`config.mk`:
```
export PLATFORM = sky130hd
export DESIGN_NAME = ft601_mcfifo_xfer_sched
export DESIGN_NICKNAME = d
export VERILOG_FILES = /design/src/rtl/ft601_mcfifo_xfer_sched.sv
export SDC_FILE = /design/constraint.sdc
export NUM_CORES = 1
export LEC_CHECK = 0
export CAP_MARGIN = 15
export CORE_ASPECT_RATIO = 0.6
export CORE_MARGIN = 8
export CORE_UTILIZATION = 51
export CTS_CLUSTER_DIAMETER = 120
export DETAILED_ROUTE_END_ITERATION = 8
export PLACE_DENSITY_LB_ADDON = 0.2
export SETUP_SLACK_MARGIN = 0.02
export SYNTH_ARGS = -nofsm -noshare
export SYNTH_HDL_FRONTEND = slang
export SYNTH_SLANG_ARGS = --single-unit
```
`constraint.sdc`:
```
create_clock -name clk -period 4 [get_ports clk]
set_input_delay 0.8 -clock clk [delete_from_list [all_inputs] [get_ports clk]]
set_output_delay 0.8 -clock clk [all_outputs]
set_load 0.03 [all_outputs]
```
`src/rtl/ft601_mcfifo_xfer_sched.sv`:
```
// ft601_mcfifo_xfer_sched
// Round-robin transfer scheduler for the FT601 multi-channel write path.
// It grants one channel buffer at a time and drives that channel's read
// enable while the bus is ready. It holds the grant until the channel reports
// xfer_done, then idles for GAP_CYCLES before it arbitrates again.
//
// Parameters:
//   NUM_CH         number of channel buffers (1, 2 or 4)
//   GAP_CYCLES     idle cycles between transfers (0 skips the gap state)
//   TIMEOUT_CYCLES watchdog limit, only with MCFIFO_XFER_TIMEOUT_EN
// Ports:
//   clk, reset_n   USB read clock, async active-low reset
//   ch_en          per-channel arbitration enable
//   xfer_req       per-channel transfer request from the buffers
//   xfer_done      per-channel end-of-transfer from the buffers
//   rd_valid       per-channel read-data valid, used to count words
//   bus_ready      FT601 controller accepts a word this cycle
//   rd_en          one-hot read enable (combinational from state + inputs)
//   xfer_active    high while in XFER
//   xfer_ch        granted channel index
//   xfer_words     words read in the current or last transfer (saturating)
//   timeout_err    one-cycle pulse after a watchdog abort
// Optional feature: define MCFIFO_XFER_TIMEOUT_EN to build the transfer
// watchdog. Without it, timeout_err is tied low.
module ft601_mcfifo_xfer_sched #(
  parameter int unsigned NUM_CH         = 4,
  parameter int unsigned GAP_CYCLES     = 2,
  parameter int unsigned TIMEOUT_CYCLES = 8192
) (
  input  logic              clk,
  input  logic              reset_n,
  input  logic [NUM_CH-1:0] ch_en,
  input  logic [NUM_CH-1:0] xfer_req,
  input  logic [NUM_CH-1:0] xfer_done,
  input  logic [NUM_CH-1:0] rd_valid,
  input  logic              bus_ready,
  output logic [NUM_CH-1:0] rd_en,
  output logic              xfer_active,
  output logic [1:0]        xfer_ch,
  output logic [12:0]       xfer_words,
  output logic              timeout_err
);

  localparam int unsigned PW = (NUM_CH > 1) ? $clog2(NUM_CH) : 1;
  localparam int unsigned GW = (GAP_CYCLES > 1) ? $clog2(GAP_CYCLES) : 1;
  localparam int unsigned WW = 13;
  localparam logic [WW-1:0] WORDS_MAX = '1;
  localparam logic [GW-1:0] GAP_LAST  = GW'((GAP_CYCLES > 0) ? GAP_CYCLES - 1 : 0);

  typedef enum logic [1:0] {IDLE, ARB, XFER, GAP} state_t;

  state_t            state, state_nxt;
  logic [PW-1:0]     ptr;
  logic [PW-1:0]     ch;
  logic [PW-1:0]     grant_idx;
  logic [PW-1:0]     arb_idx;
  logic              grant_found;
  logic [GW-1:0]     gap_cnt;
  logic [NUM_CH-1:0] req_en;
  logic              done_c;
  logic              abort_c;

  assign req_en      = xfer_req & ch_en;
  assign done_c      = xfer_done[ch];
  assign xfer_active = (state == XFER);
  assign xfer_ch     = 2'(ch);

  // Round-robin search from ptr. NUM_CH is a power of two, so truncating the
  // sum to PW bits gives the modulo wrap.
  always_comb begin
    grant_found = 1'b0;
    grant_idx   = '0;
    arb_idx     = ptr;
    for (int unsigned i = 0; i < NUM_CH; i++) begin
      arb_idx = ptr + PW'(i);
      if (!grant_found && req_en[arb_idx]) begin
        grant_found = 1'b1;
        grant_idx   = arb_idx;
      end
    end
  end

  // State register
  always_ff @(posedge clk or negedge reset_n) begin
    if (!reset_n) state <= IDLE;
    else          state <= state_nxt;
  end

  // Next state and read enable
  always_comb begin
    state_nxt = state;
    rd_en     = '0;
    case (state)
      IDLE: if (|req_en) state_nxt = ARB;
      ARB:  state_nxt = grant_found ? XFER : IDLE;
      XFER: begin
        if (bus_ready && !done_c && !abort_c) rd_en[ch] = 1'b1;
        if (done_c || abort_c) state_nxt = (GAP_CYCLES == 0) ? ARB : GAP;
      end
      GAP:  if (gap_cnt == GAP_LAST) state_nxt = ARB;
      default: state_nxt = IDLE;
    endcase
  end

  // Grant capture, rotating pointer, word counter and gap counter
  always_ff @(posedge clk or negedge reset_n) begin
    if (!reset_n) begin
      ptr        <= '0;
      ch         <= '0;
      xfer_words <= '0;
      gap_cnt    <= '0;
    end else begin
      if (state == ARB && grant_found) begin
        ch         <= grant_idx;
        xfer_words <= '0;
        ptr        <= (NUM_CH == 1) ? '0 : grant_idx + PW'(1);
      end
      if (state == XFER && rd_valid[ch] && xfer_words != WORDS_MAX)
        xfer_words <= xfer_words + WW'(1);
      gap_cnt <= (state == GAP) ? gap_cnt + GW'(1) : '0;
    end
  end

`ifdef MCFIFO_XFER_TIMEOUT_EN
  logic [WW-1:0] wdog;

  // Abort on the TIMEOUT_CYCLES-th XFER cycle; xfer_done takes priority.
  assign abort_c = (state == XFER) && !done_c && (wdog == WW'(TIMEOUT_CYCLES - 1));

  // Watchdog counter and registered error pulse
  always_ff @(posedge clk or negedge reset_n) begin
    if (!reset_n) begin
      wdog        <= '0;
      timeout_err <= 1'b0;
    end else begin
      if (state == ARB && grant_found) wdog <= '0;
      else if (state == XFER)          wdog <= wdog + WW'(1);
      timeout_err <= abort_c;
    end
  end
`else
  logic unused_tmo;

  assign unused_tmo  = ^WW'(TIMEOUT_CYCLES);
  assign abort_c     = 1'b0;
  assign timeout_err = 1'b0;
`endif

endmodule

```
======== Yosys cells after proc, flatten, opt, wreduce, memory -nomap -nowiden ========
Cells that the tools add are included.
word-level totals
  output and inout port bits .............. 21
  input bits .............................. 19
  register bits after elaboration ......... 20
operators by class
  muxes and demuxes ....................... 32
  reduce and logical (&&, ||, !) cells .... 16
  magnitude comparators ................... 6
  equality and inequality tests ........... 7
  add/subtract/negate cells ............... 6
  bitwise logic cells ..................... 1
operator list
  operator                 count
  $mux W13                 2
  $mux W2                  8
  $lt A2 B3 Y1 const B     5
  $add A13 B1 Y13 const B  1
  $ne A13 B13 Y1 const B   1
  $bmux W1 S2              6
  $mux W1                  12
  $logic_and A1 B1 Y1      8
  $mux W4                  2
  $pmux W2 S4              1
  $add A2 B1 Y2 const B    2
  $add A2 B2 Y2 const B    2
  $and A4 B4 Y4            1
  $eq A2 B2 Y1 const B     2
  $logic_not A1 Y1         4
  $ne A2 B2 Y1 const B     2
  $reduce_or A4 Y1         1
  $reduce_and A3 Y1        1
  $demux W1 S2             1
  $eq A2 B1 Y1 const B     1
  $ge A2 B1 Y1 const B     1
  $logic_not A2 Y1         1
  $ne A2 B1 Y1 const B     1
  $reduce_bool A2 Y1       1
  $add A1 B1 Y1 const B    1

======== Longest topological paths before layout ========
  depth in word-level cells ............... 16
  depth in mapped cells ................... 7
  depth with buffers taken out ............ 6

======== Worst setup path after synthesis ========
Ideal clock, no wire load.
  path type ............................... input to output
  from .................................... input xfer_done[1]
  to ...................................... output rd_en[1]
  stages .................................. 4
  data arrival time ....................... 2.296 ns
  path slack .............................. 0.904 ns
  path buffers ............................ 0
  cell sequence ........................... mux4_1 > nor2b_1 > nand2_1 > nor3b_1
between the ends
  longest elaborated chain between the ends .. 6
RTL lines
  what                           line  text
  start, declared                34    input logic [NUM_CH-1:0] xfer_done,
  $bmux W1 S2                    64    assign done_c = xfer_done[ch];
  $mux W1 (not written as such)  64
  $logic_not A1 Y1               97    if (bus_ready && !done_c && !abort_c) rd_en[ch] = 1'b1;
  $logic_and A1 B1 Y1            97
  $mux W4                        97
  $mux W4                        93    case (state)
  end, declared                  37    output logic [NUM_CH-1:0] rd_en,
No other way between the ends. The select of a mux whose other input is x is not followed.

======== Final worst setup path ========
  from .................................... input xfer_done[0]
  to ...................................... output rd_en[2]
The elaborated chain is that of the path after synthesis.

==> insert_results.sql <==
INSERT INTO impl_metrics (metric_group, metric, value, unit) VALUES
('synth', 'asyncSetResetFlopFracSynth', '100', '%'),
('synth', 'synth_area_per_cell', '9.34', 'µm²'),
('setup_path', 'critPathSlowestCell', 'sky130_fd_sc_hd__clkdlybuf4s50_1', ''),
('global_routing', 'first_global_vias', '1135', ''),
('setup_path', 'cp-start-kind', 'primary input', ''),
('setup_path', 'critPathBufInv', '2', ''),
('cells_and_area', 'num_antenna_cells', '0', ''),
('power_and_ir_drop', 'vdd_drop_max', '0.320', 'mV'),
('die', 'top_level_i_o_count', '40', ''),
('timing', 'finalHoldViolations', '0', ''),
('timing', 'setup_violations', '0', ''),
('clock_tree', 'cts_tree', 'built', ''),
('setup_path', 'worstPathCellList', 'clkdlybuf4s50_1 > mux4_1 > nor2b_1 > nand2_1 > nor3b_1 > clkdlybuf4s50_1', ''),
('synth', 'synth-main-ff-cell', 'sky130_fd_sc_hd__dfrtp_1', ''),
('clock_tree', 'clock_tree.htree_level_count', '1', ''),
('synth', 'synth.top_cell.area_share', '36.2', '%'),
('clock_tree', 'post_cts_hold_buffer_count', '0', ''),
('global_routing', 'wire_length_of_the_first_global_routing_pass', '5.54', 'mm'),
('clock_tree', 'post_cts_setup_inserts', '0', ''),
('setup_path', 'crit_type', 'primary input to primary output', ''),
('setup_path', 'family_of_cells_with_the_greatest_summed_delay_on_the_critical_path', 'buffers and inverters', ''),
('synth', 'area_contributors_post_synth', 'sky130_fd_sc_hd__dfrtp_1 (36%), sky130_fd_sc_hd__nand2_1 (5.2%), sky130_fd_sc_hd__ha_1 (4.5%)', ''),
('setup_path', 'worst_path_largest_cell_delay', '0.71', 'ns'),
('power_and_ir_drop', 'static-leakage-power', '0.825', 'nW'),
('placement', 'port_buffers', '38', ''),
('clock_tree', 'cts_made_buffers', '3', ''),
('global_routing', 'grt_use_total', '14.2', '%'),
('die', 'total_die_area', '0.00469', 'mm²'),
('power_and_ir_drop', 'power.total', '0.776', 'mW'),
('clock_tree', 'clock-sinks', '20', ''),
('die', 'placement_rows', '14', ''),
('timing', 'worstMarginPinSlew', '0.918', 'ns'),
('cells_and_area', 'final_layout_size_suffix_gt1_share', '7.57', '%'),
('clock_tree', 'post_cts_resize_count', '0', ''),
('run', 'drv_cap', '0', ''),
('routing', 'drcViolationCount', '0', ''),
('timing', 'grt_setup_unrepaired', 'false', ''),
('routing', 'drt-vias-per-instance', '6.04', ''),
('timing', 'fmax', '0.267', 'GHz'),
('synth', 'yosys_warnings', '0', ''),
('synth', 'most_frequently_used_cell_type_in_the_post_synthesis_netlist', 'sky130_fd_sc_hd__dfrtp_1', ''),
('die', 'fp.dieW', '83.2', 'µm'),
('synth', 'syn-cell-area', '0.00138', 'mm²'),
('setup_path', 'worst-endpoint-required', '3.20', 'ns'),
('synth', 'synth-seq-area-share', '36.2', '%'),
('routing', 'routed_wirelength', '3.44', 'mm'),
('die', 'die_h', '56.3', 'µm'),
('timing', 'fin_clk_skew', '0.00508', 'ns'),
('placement', 'post-dp-hpwl', '2.65', 'mm'),
('setup_path', 'worst-path-stages', '6', ''),
('timing', 'max-slew-margin-rel', '38.6', '%'),
('hold_path', 'hold_depth', '1', ''),
('clock_tree', 'clk-insertion-delay-late', '0.26', 'ns'),
('die', 'floorplan.initialDensity', '54.4', '%'),
('clock_tree', 'clock_tree.root_cell', 'sky130_fd_sc_hd__clkbuf_8', ''),
('setup_path', 'critPathMaxFanout', '3', ''),
('routing', 'num_vias', '1310', ''),
('global_routing', 'grt_start_max_net_pins', '21', ''),
('setup_path', 'setup.worst_path.end_class', 'primary output', ''),
('synth', 'synth_top_cells_by_count', 'sky130_fd_sc_hd__dfrtp_1 (20), sky130_fd_sc_hd__nand2_1 (19), sky130_fd_sc_hd__o21ai_0 (10), sky130_fd_sc_hd__nand3_1 (9)', ''),
('routing', 'drt_first_iter_violations', '90', ''),
('routing', 'route.antenna.remaining_nets', '0', ''),
('global_routing', 'number_of_antenna_violations_at_the_first_check_in_global_routing', '0', ''),
('outcome', 'status', 'finished, final reports clean', ''),
('power_and_ir_drop', 'power_density', '428', 'mW/mm²'),
('synth', 'syn-instance-count', '148', ''),
('cells_and_area', 'nets', '210', ''),
('routing', 'firstDrtPassIters', '4', ''),
('routing', 'routed_wire_length_per_instance', '15.8', 'µm'),
('clock_tree', 'clkSlewWorstSetupHoldPaths', '0.08', 'ns'),
('synth', 'number_of_different_library_cells_in_the_post_synthesis_netlist', '44', '');
## report_power, final
part / internal (mW) / switching (mW)
combinational: 0.139 / 0.184
clock: 0.0876 / 0.0671
sequential: 0.238 / 0.0602
## cell families (layout without fill, tap and decap cells)
group                    after synthesis  in the layout  synth area share [%]
adder cells (fa/ha/maj)                5              5                  4.52
multiplexers                           4              4                  4.98
AO/OA/AOI/OAI                         38             38                  20.5
AND/OR/NAND/NOR                       72             72                  29.4
buffers and inverters                  8             45                  4.16
flip-flops                            20             20                  36.2
other                                  1              1                 0.271
## area by class of cell
type | instances | area [µm²]
timing repair buffer | 38 | 380
sequential | 20 | 500
multi-input combinational | 120 | 825
fill | 180 | 728
tap | 32 | 40.0
clock buffer | 4 | 55.1
inverter | 3 | 11.3
## per-stage QoR
step	std cells	area (µm²)	util, %	worst slack (ns)
3_5_place_dp	213	1760	69.2	0.242
3_3_place_gp	213	1760	69.2	0.318
6_report	217	1810	71.3	0.260
4_1_cts	217	1810	71.3	0.230
5_1_grt	217	1810	71.3	0.125
2_1_floorplan	148	1380	-	0.904
## layout by cell type, fill, tap and decap left out, drive strengths merged, types with 3 or more instances in the layout
master         instances
clkdlybuf4s50         38
dfrtp                 20
nand2                 20
o21ai                 10
nand3                 10
nor3                   8
a21oi                  7
and3                   7
nand4                  6
nor2                   6
a211o                  5
ha                     5
clkbuf                 4
nor2b                  3
inv                    3
a22o                   3
or3                    3
a21o                   3
and2                   3
## state kept, by name, indices dropped and copies added (netlist names), named ones only
name	flops
gap_cnt	1
state	2
ptr	1
xfer_words	13
xfer_ch	2
## path summary, 6_finish.rpt
kind                                     from             to
max in group asynchronous             reset_n  xfer_words[4]
min in group asynchronous             reset_n  xfer_words[2]
worst max register to register  xfer_words[0]  xfer_words[7]
worst min register to register        gap_cnt        gap_cnt
worst min-delay path                  gap_cnt        gap_cnt
worst max-delay path             xfer_done[0]       rd_en[2]
## layer usage
layer	routed length [µm]	vias up	global-route usage, %
met2	1440	65	20.0
met4	25	0	3.73
met3	296	5	5.04
met5	0	-	0
li1	-	640	-
met1	1680	600	19.9
No activity file was read; power rests on OpenSTA's default activity.
